==> src/rtl/id_decode_queue.sv <==
// Decode-stage controller: decodes fetched MIPS words into control bundles, queues them and issues to EXE,
// holding HI/LO users behind an in-flight MULT/DIV and masking reserved-instruction traps just after reset.
module id_decode_queue #(
    parameter int DEPTH    = 4,
    parameter int RST_MASK = 1,
    parameter bit EN_MUL   = 1'b0
) (
    input  logic        clk,
    input  logic        rst,
    input  logic        flush,
    input  logic        in_valid,
    output logic        in_ready,
    input  logic [31:0] in_instr,
    input  logic        in_exc,
    input  logic [4:0]  in_exccode,
    output logic        out_valid,
    input  logic        out_ready,
    output logic        out_rf_wr,
    output logic        out_dm_rd,
    output logic        out_dm_wr,
    output logic [2:0]  out_dm_sel,
    output logic [3:0]  out_alu_op,
    output logic        out_is_br,
    output logic        out_start,
    output logic        out_exc,
    output logic [4:0]  out_exccode,
    input  logic        muldiv_done,
    output logic        muldiv_busy
);

    localparam int AW = $clog2(DEPTH);
    localparam int MW = $clog2(RST_MASK + 2);

    typedef struct packed {
        logic       rf_wr;
        logic       dm_rd;
        logic       dm_wr;
        logic [2:0] dm_sel;
        logic [3:0] alu_op;
        logic       is_br;
        logic       start;
        logic       exc;
        logic [4:0] exccode;
        logic       rhl_visit;
    } bundle_t;

    localparam bundle_t IDLE_B = '{rf_wr: 1'b0, dm_rd: 1'b0, dm_wr: 1'b0, dm_sel: 3'd7, alu_op: 4'd15,
                                   is_br: 1'b0, start: 1'b0, exc: 1'b0, exccode: 5'd0, rhl_visit: 1'b0};

    function automatic bundle_t alu_wr(input logic [3:0] op);
        bundle_t b;
        b = IDLE_B;
        b.rf_wr  = 1'b1;
        b.alu_op = op;
        return b;
    endfunction

    // Loads and stores compute their address with a non-trapping add.
    function automatic bundle_t mem_acc(input logic wr, input logic [2:0] sel);
        bundle_t b;
        b = IDLE_B;
        b.rf_wr  = ~wr;
        b.dm_rd  = ~wr;
        b.dm_wr  = wr;
        b.dm_sel = sel;
        b.alu_op = 4'd11;
        return b;
    endfunction

    function automatic bundle_t ctl(input logic rf, input logic br, input logic st, input logic rhl);
        bundle_t b;
        b = IDLE_B;
        b.rf_wr     = rf;
        b.is_br     = br;
        b.start     = st;
        b.rhl_visit = rhl;
        return b;
    endfunction

    logic [5:0]  op_s;
    logic [5:0]  funct_s;
    logic [4:0]  rs_s;
    logic [4:0]  rt_s;
    logic        unused_s;
    bundle_t     dec_s;
    logic        legal_s;
    logic        brk_s;
    logic        sys_s;
    logic [AW:0] wr_ptr_r;
    logic [AW:0] rd_ptr_r;
    bundle_t     mem_r [DEPTH];
    bundle_t     head_s;
    bundle_t     out_b_s;
    logic        busy_r;
    logic [MW-1:0] mask_r;
    logic        empty_s;
    logic        full_s;
    logic        hold_s;
    logic        push_s;
    logic        pop_s;

    assign op_s     = in_instr[31:26];
    assign rs_s     = in_instr[25:21];
    assign rt_s     = in_instr[20:16];
    assign funct_s  = in_instr[5:0];
    assign unused_s = ^in_instr[15:6];

    // Instruction decode and exception selection for the word being pushed
    always_comb begin
        dec_s   = IDLE_B;
        legal_s = 1'b1;
        brk_s   = 1'b0;
        sys_s   = 1'b0;
        case (op_s)
            6'h00: begin
                case (funct_s)
                    6'h20:        dec_s = alu_wr(4'd0);
                    6'h21:        dec_s = alu_wr(4'd11);
                    6'h22:        dec_s = alu_wr(4'd1);
                    6'h23:        dec_s = alu_wr(4'd12);
                    6'h24:        dec_s = alu_wr(4'd3);
                    6'h25:        dec_s = alu_wr(4'd2);
                    6'h26:        dec_s = alu_wr(4'd5);
                    6'h27:        dec_s = alu_wr(4'd4);
                    6'h2a:        dec_s = alu_wr(4'd9);
                    6'h2b:        dec_s = alu_wr(4'd10);
                    6'h00, 6'h04: dec_s = alu_wr(4'd6);
                    6'h02, 6'h06: dec_s = alu_wr(4'd7);
                    6'h03, 6'h07: dec_s = alu_wr(4'd8);
                    6'h08:        dec_s = ctl(1'b0, 1'b1, 1'b0, 1'b0);
                    6'h09:        dec_s = ctl(1'b1, 1'b1, 1'b0, 1'b0);
                    6'h0c:        sys_s = 1'b1;
                    6'h0d:        brk_s = 1'b1;
                    6'h10, 6'h12: dec_s = ctl(1'b1, 1'b0, 1'b0, 1'b1);
                    6'h11, 6'h13: dec_s = ctl(1'b0, 1'b0, 1'b0, 1'b1);
                    6'h18, 6'h19, 6'h1a, 6'h1b: dec_s = ctl(1'b0, 1'b0, 1'b1, 1'b1);
                    default:      legal_s = 1'b0;
                endcase
            end
            6'h01: begin
                case (rt_s)
                    5'h00, 5'h01: dec_s = ctl(1'b0, 1'b1, 1'b0, 1'b0);
                    5'h10, 5'h11: dec_s = ctl(1'b1, 1'b1, 1'b0, 1'b0);
                    default:      legal_s = 1'b0;
                endcase
            end
            6'h02, 6'h04, 6'h05, 6'h06, 6'h07: dec_s = ctl(1'b0, 1'b1, 1'b0, 1'b0);
            6'h03: dec_s = ctl(1'b1, 1'b1, 1'b0, 1'b0);
            6'h08: dec_s = alu_wr(4'd0);
            6'h09: dec_s = alu_wr(4'd11);
            6'h0a: dec_s = alu_wr(4'd9);
            6'h0b: dec_s = alu_wr(4'd10);
            6'h0c: dec_s = alu_wr(4'd3);
            6'h0d, 6'h0f: dec_s = alu_wr(4'd2);
            6'h0e: dec_s = alu_wr(4'd5);
            6'h10: begin
                if (rs_s == 5'h00) begin
                    dec_s = ctl(1'b1, 1'b0, 1'b0, 1'b0);
                end else if ((rs_s == 5'h04) || ((rs_s == 5'h10) && (funct_s == 6'h18))) begin
                    legal_s = 1'b1;
                end else begin
                    legal_s = 1'b0;
                end
            end
            6'h1c: begin
                if (EN_MUL && (funct_s == 6'h02)) begin
                    dec_s = ctl(1'b1, 1'b0, 1'b1, 1'b0);
                end else begin
                    legal_s = 1'b0;
                end
            end
            6'h20: dec_s = mem_acc(1'b0, 3'd4);
            6'h21: dec_s = mem_acc(1'b0, 3'd6);
            6'h23: dec_s = mem_acc(1'b0, 3'd2);
            6'h24: dec_s = mem_acc(1'b0, 3'd3);
            6'h25: dec_s = mem_acc(1'b0, 3'd5);
            6'h28: dec_s = mem_acc(1'b1, 3'd0);
            6'h29: dec_s = mem_acc(1'b1, 3'd1);
            6'h2b: dec_s = mem_acc(1'b1, 3'd2);
            default: legal_s = 1'b0;
        endcase

        if (in_exc) begin
            dec_s.exc     = 1'b1;
            dec_s.exccode = in_exccode;
        end else if (!legal_s && (mask_r == {MW{1'b0}})) begin
            dec_s.exc     = 1'b1;
            dec_s.exccode = 5'h0a;
        end else if (brk_s) begin
            dec_s.exc     = 1'b1;
            dec_s.exccode = 5'h09;
        end else if (sys_s) begin
            dec_s.exc     = 1'b1;
            dec_s.exccode = 5'h08;
        end else begin
            dec_s.exc     = 1'b0;
            dec_s.exccode = 5'h00;
        end
        // An excepting entry must not commit any architectural side effect.
        dec_s.rf_wr = dec_s.rf_wr & ~dec_s.exc;
        dec_s.dm_rd = dec_s.dm_rd & ~dec_s.exc;
        dec_s.dm_wr = dec_s.dm_wr & ~dec_s.exc;
        dec_s.start = dec_s.start & ~dec_s.exc;
    end

    assign empty_s = (wr_ptr_r == rd_ptr_r);
    assign full_s  = (wr_ptr_r[AW] != rd_ptr_r[AW]) && (wr_ptr_r[AW-1:0] == rd_ptr_r[AW-1:0]);
    assign head_s  = mem_r[rd_ptr_r[AW-1:0]];
    assign hold_s  = head_s.rhl_visit & busy_r;
    assign push_s  = in_valid & ~full_s & ~flush;
    assign pop_s   = ~empty_s & ~hold_s & out_ready;
    assign out_b_s = empty_s ? IDLE_B : head_s;

    // Queue storage; contents are only observed through the valid pointer window
    always_ff @(posedge clk) begin
        if (push_s) begin
            mem_r[wr_ptr_r[AW-1:0]] <= dec_s;
        end
    end

    // Pointers, HI/LO scoreboard and post-reset RI mask counter
    always_ff @(posedge clk or posedge rst) begin
        if (rst) begin
            wr_ptr_r <= {(AW + 1){1'b0}};
            rd_ptr_r <= {(AW + 1){1'b0}};
            busy_r   <= 1'b0;
            mask_r   <= MW'(RST_MASK);
        end else begin
            if (push_s) begin
                wr_ptr_r <= wr_ptr_r + (AW + 1)'(1);
            end
            if (flush) begin
                rd_ptr_r <= wr_ptr_r;
            end else if (pop_s) begin
                rd_ptr_r <= rd_ptr_r + (AW + 1)'(1);
            end
            if (pop_s && head_s.start) begin
                busy_r <= 1'b1;
            end else if (muldiv_done) begin
                busy_r <= 1'b0;
            end
            if (mask_r != {MW{1'b0}}) begin
                mask_r <= mask_r - MW'(1);
            end
        end
    end

    assign in_ready    = ~full_s;
    assign out_valid   = ~empty_s & ~hold_s;
    assign muldiv_busy = busy_r;
    assign out_rf_wr   = out_b_s.rf_wr;
    assign out_dm_rd   = out_b_s.dm_rd;
    assign out_dm_wr   = out_b_s.dm_wr;
    assign out_dm_sel  = out_b_s.dm_sel;
    assign out_alu_op  = out_b_s.alu_op;
    assign out_is_br   = out_b_s.is_br;
    assign out_start   = out_b_s.start;
    assign out_exc     = out_b_s.exc;
    assign out_exccode = out_b_s.exccode;

endmodule

==> config.mk <==
export PLATFORM = sky130hd
export DESIGN_NAME = id_decode_queue
export DESIGN_NICKNAME = d
export VERILOG_FILES = /design/src/rtl/id_decode_queue.sv
export SDC_FILE = /design/constraint.sdc
export NUM_CORES = 1
export LEC_CHECK = 0
export ABC_CLOCK_PERIOD_IN_PS = 1900
export CORE_MARGIN = 2
export CORE_UTILIZATION = 45
export CTS_CLUSTER_DIAMETER = 150
export CTS_CLUSTER_SIZE = 8
export DETAILED_ROUTE_END_ITERATION = 8
export DONT_BUFFER_PORTS = 1
export SYNTH_ARGS = -nofsm -noshare
export SYNTH_HDL_FRONTEND = slang
export SYNTH_SLANG_ARGS = --single-unit
==> constraint.sdc <==
create_clock -name clk -period 1.9 [get_ports clk]
set_input_delay 0.19 -clock clk [delete_from_list [all_inputs] [get_ports clk]]
set_output_delay 0.19 -clock clk [all_outputs]
set_load 0.1 [all_outputs]
* Word level (Yosys, flattened, before mapping)
Memory sizes are Yosys's and may differ from the RTL's. Cells that the tools add are included.
Operators by class: add/sub/neg operators 3, equal/unequal tests 59, muxes and demuxes 24, bitwise gates (word level) 14, reductions and logical operators 27
Operators with widths (count):
- $pmux W19 S20 | 1
- $pmux W19 S18 | 1
- $eq A6 B6 Y1 const B | 18
- $eq A6 B4 Y1 const B | 12
- $eq A6 B5 Y1 const B | 9
- $eq A6 B3 Y1 const B | 7
- $mux W19 | 2
- $pmux W19 S2 | 1
- $reduce_or A28 Y1 | 1
- $eq A6 B2 Y1 const B | 4
- $mux W6 | 4
- $reduce_or A22 Y1 | 1
- $reduce_or A2 Y1 | 8
- $eq A5 B5 Y1 const B | 3
- $logic_not A6 Y1 | 2
- $mux W1 | 12
- $logic_not A5 Y1 | 2
- $and A1 B1 Y1 | 9
- $reduce_or A4 Y1 | 2
- $add A3 B1 Y3 const B | 2
- $eq A6 B1 Y1 const B | 1
- $mux W3 | 2
- $reduce_bool A2 Y1 | 3
- $eq A5 B1 Y1 const B | 1
- 12 further kinds | 19
Storage, ports and cells: register bits 9, RAM bits 76, bits of input ports 44, memories kept 1
Memories:
- mem_r | depth 4, bits a word 19, read ports 1, clocked after memory_dff 0, write ports 1, line 91 | bundle_t mem_r [DEPTH];

* Logic depth before layout (Yosys ltp)
depth in word-level cells 12, mapped depth 6

* Worst setup path before layout
OpenSTA, ideal clock, no wires.
path kind register to register, from register wr_ptr_r[0], to register wr_ptr_r[2], arrival 2.786 ns, required time 1.741 ns, setup slack -1.045 ns, stages on the path, launching flop included 7, path buffers 1, clock period less this slack 2.945 ns, path through dfrtp_1 -> xnor2_1 -> nand3b_1 -> and3b_1 -> clkbuf_2 -> and2_1 -> xor2_1
On the way: longest elaborated chain between the ends 5, elaborated cells between the ends (all ways) 6
Ends and longest elaborated chain:
- start, declared | line 89 | logic [AW:0] wr_ptr_r;
- start signal, assigned | line 224 | wr_ptr_r <= {(AW + 1){1'b0}};
- start signal, assigned | line 230 | wr_ptr_r <= wr_ptr_r + (AW + 1)'(1);
- $eq A2 B2 Y1 | line 207 | assign full_s = (wr_ptr_r[AW] != rd_ptr_r[AW]) && (wr_ptr_r[AW-1:0] == rd_ptr_r[AW-1:0]);
- $logic_and A1 B1 Y1 | line 207
- $not A1 Y1
- named net in_ready | line 12 | output logic in_ready,
- $and A1 B1 Y1 (2 in series) | line 210 | assign push_s = in_valid & ~full_s & ~flush;
The timed path passes the listed nets, and every way through them passes these cells. A chain may end at the register's enable or synchronous reset.

* Worst setup path in the final report
from register rd_ptr_r[0], to output out_exccode[0]
On the way: longest elaborated chain between the ends 2, elaborated cells between the ends (all ways) 3
Ends and longest elaborated chain:
- start, declared | line 90 | logic [AW:0] rd_ptr_r;
- start signal, assigned | line 225 | rd_ptr_r <= {(AW + 1){1'b0}};
- start signal, assigned | line 233 | rd_ptr_r <= wr_ptr_r;
- start signal, assigned | line 235 | rd_ptr_r <= rd_ptr_r + (AW + 1)'(1);
- $mem_v2 Z4 W19 or $eq A3 B3 Y1 (tied branches)
- $mux W19 (*) | line 212 | assign out_b_s = empty_s ? IDLE_B : head_s;
- end, declared | line 26 | output logic [4:0] out_exccode,
Every way passes the cells marked *; elsewhere a longest branch is shown, timed or not.

==> flow_metrics.py <==
metrics = {
    "sta": {
        "timing.slew.headroom_pct": 34.6,
        "postLayoutSetupSlackWorst_ns": -0.197,
        "rsz0062_at_grt": "yes",
        "clock_skews_ns": 0.00677,
        "finalSetupViolCount": 27,
        "max_clock_freq_mhz": 477,
        "drv_slew": 0,
        "final_hold_viol_count": 0,
        "max_slew.worst_pin.slew_ns": 0.956,
        "min_period_ns": 2.10,
        "fin_crit_sh_pct": 110,
    },
    "clock_network": {
        "cts_buffers": 9,
        "worstSkewPairLatency_ns": 0.34,
        "clockRootBuffer": "sky130_fd_sc_hd__clkbuf_8",
        "cts-root-to-sink-buffers": 2,
        "clk_transition_reported_paths_ns": 0.07,
        "cts_tree": "yes",
        "clkSinkCount": 85,
        "htreeDepth": 3,
    },
    "logic_synthesis": {
        "yosys.area_share.xor_xnor_pct": 1.90,
        "yosys.area.top_type": "sky130_fd_sc_hd__edfxtp_1",
        "synth.mux.area_fraction_pct": 10.6,
        "synth_nets": 346,
        "synth_top_flop_cell": "sky130_fd_sc_hd__edfxtp_1",
        "synth.cell_area_um2": 4140,
        "synth.most_common_cell": "sky130_fd_sc_hd__edfxtp_1",
        "most_numerous_cell_types_in_the_synthesized_netlist": "sky130_fd_sc_hd__edfxtp_1, sky130_fd_sc_hd__mux4_2, sky130_fd_sc_hd__nand2_1",
        "post_synth_num_cell_types": 56,
        "synth_compound_area_share_pct": 8.86,
        "yosys_register_bits": 85,
        "yosysWarningCount": 0,
        "synth_top_area_cells": "sky130_fd_sc_hd__edfxtp_1, sky130_fd_sc_hd__mux4_2, sky130_fd_sc_hd__dfrtp_1, sky130_fd_sc_hd__nor2b_1, sky130_fd_sc_hd__ha_1",
        "synth_adder_area_share_pct": 2.06,
        "synth_largest_type_area_fraction_pct": 55.1,
        "synth_top_family_by_area": "simple AND/OR/NAND/NOR gates",
        "sequential_to_total_area_share_from_yosys_stat_pct": 60.6,
        "synth-async-reset-ratio_pct": 10.6,
        "yosys.area_share.simple_pct": 12.8,
        "synth_cells": 296,
        "number_of_flops_mapped_to_enable_cells_by_yosys": 76,
        "synthesis.area_per_instance_um2": 14.0,
    },
    "grt": {
        "global_route_wire_length_before_repair_um": 13100,
        "grt_antenna_before_repair": 0,
        "final_global_route_overflow_total": 0,
        "groute.usage.overall_pct": 17.3,
        "largest_net_degree_at_the_start_of_global_routing": 22,
        "grt_pass1_vias": 2611,
    },
    "placed_design": {
        "place.gp.congestion": 0.810,
        "pre_cts_ws_ns": 0.0124,
        "io_buffer_count": 0,
        "total_half_perimeter_wirelength_after_legalization_and_detailed_placement_um": 5440,
    },
    "die": {
        "fp.dieH_um": 99.9,
        "floorplan.rows": 34,
        "die_w_um": 99.9,
        "boundaryPins": 65,
        "core_region_area_um2": 8810,
        "dieArea_um2": 9980,
        "initial_core_utilization_pct": 47.0,
    },
    "finish": {
        "area_growth_pct": 28.3,
        "fin_nets": 393,
        "diodes": 0,
        "drive_gt1_share_pct": 32.3,
    },
    "run": {
        "max_cap_violations": 0,
    },
    "drt": {
        "via_per_inst": 5.77,
        "detail-route-antenna-nets": 0,
        "detail_route.wirelength_um": 8640,
        "vias": 2627,
        "first_pass_iters": 4,
        "detail_route.iter0.violations": 103,
        "remaining_drc_errors": 0,
        "detail_route.wl_per_cell_um": 19.0,
    },
    "min_path": {
        "min-delay-start": "out_ready",
        "hold_class": "input pin to flip-flop",
        "hold_depth": 2,
        "hold_path_end": "rd_ptr_r[1]",
    },
    "critical_path": {
        "timing.setup.critical_path_class": "flip-flop to output port",
        "critical_path.reg2reg.startpoint": "rd_ptr_r[0]",
        "r2r_slack_ns": -0.04,
        "crit_path_frequent_cell": "sky130_fd_sc_hd__buf_12",
        "worst_r2r_path_depth": 7,
        "worstPathMaxFanout": 9,
        "critical-path-slowest-cell": "sky130_fd_sc_hd__dfrtp_2",
        "worst_setup_path_end_kind": "output port",
        "crit_path_cell_trace": "buf_12 -> xnor2_4 -> and3_4 -> buf_12 -> and2b_4",
        "arrival_ns": 1.91,
        "cp_data_required_time_ns": 1.71,
        "r2r-end": "rd_ptr_r[1]",
        "worst_setup_path_start_kind": "flip-flop",
        "critPathMaxStageDelay_ns": 0.47,
    },
    "outcome": {
        "violations": "setup timing",
        "status": "finished, violations left",
    },
}
==> what timing repair did <==
action,in CTS,in global routing
setup buffers,2,15
gates cloned,0,3
hold buffers,4,0
pin swaps,3,7
hold endpoints to repair,12,0
gates resized for setup,4,8
setup endpoints to repair,19,79
==> cell usage in the layout, fill, tap and decap left out, drive strengths merged, types with 2 or more instances in the layout <==
cell         netlist  routed
xor2               3       3
nor2              11      11
a211oi             4       4
nor4               2       2
xnor2              6       6
inv               12      12
or2                7       7
nor4b              2       2
mux4              19      19
o31ai              4       4
dlygate4sd3        0       4
nand2b             7       7
clkbuf            14      15
nand2             16      16
nand3b             2       2
o21ai             12      12
dfrtp              8       8
edfxtp            76      76
a32oi              3       3
a21oi              9       9
ha                 6       6
nor3b              2       2
a2111oi            3       3
nor2b             14      14
buf                6      50
nand3              6       6
nand4bb            3       3
a22oi              3       3
nor3               7       7
and2               6       6
nand4              3       3
==> worst max-delay path by stage <==
stage,from,to,depth (start not counted)
2_1_floorplan,rd_ptr_r[0],wr_ptr_r[2],6
3_3_place_gp,rd_ptr_r[0],out_alu_op[2],4
3_5_place_dp,rd_ptr_r[0],out_alu_op[2],4
4_1_cts,rd_ptr_r[0],out_dm_wr,4
5_1_grt,rd_ptr_r[0],out_exccode[0],5
6_report,rd_ptr_r[0],out_exccode[0],5
==> sequential cells by signal (all words and copies together), names as in the netlist <==
name	cells
mask_r	2
muldiv_busy	1
mem_r	76
rd_ptr_r	3
wr_ptr_r	3
==> through the flow <==
stage / area [um^2] / TNS, ns / instances / hold WS, ns / utilization, %
CTS: 5030 / -3.77 / 437 / 0.00433 / 57.1
finish: 5310 / -3.09 / 455 / 0.0201 / 60.3
detailed placement: 4810 / 0 / 416 / 0.0844 / 54.6
global route: 5310 / -8.29 / 455 / 0.0129 / 60.3
global placement: 4810 / 0 / 416 / 0.0835 / 54.6
floorplan: 4260 / -52.71 / 296 / 0.0172 / -
==> cell families (layout without fill, tap and decap cells) <==
group,count (synthesis),in the layout
AOI/OAI and AO/OA,51,51
xor gates and xnor gates,9,9
adders and majority gates,7,7
buffers and inverters,32,83
DFF,85,85
muxes,20,20
and+or+nand+nor,92,92
==> final cells by class <==
class	count	area, um^2
multi-input cells	179	1620
clock inverters	2	11.3
fillers	656	3500
clock buffers	13	139
well taps	108	135
flip-flops and latches	85	2510
repair buffers	56	847
inverters	12	45.0
==> per-layer routing <==
metal  up-vias  track usage, %  share of wire, %
met5         -               0                 0
met4         0            5.69               1.2
met3         8            3.90               4.8
met2        77            29.7                52
met1      1307            21.8                42
li1       1235               -                 -
==> worst max-delay path: cells and delay by family (launching register included) <==
family | cells | cell delay [ns]
xor gates and xnor gates | 1 | 0.13
buffers and inverters | 2 | 0.30
DFF | 1 | 0.47
and+or+nand+nor | 2 | 0.67
Power is not shown: default switching activity piles up to over one toggle a cycle in this logic, so the estimate is an artifact.
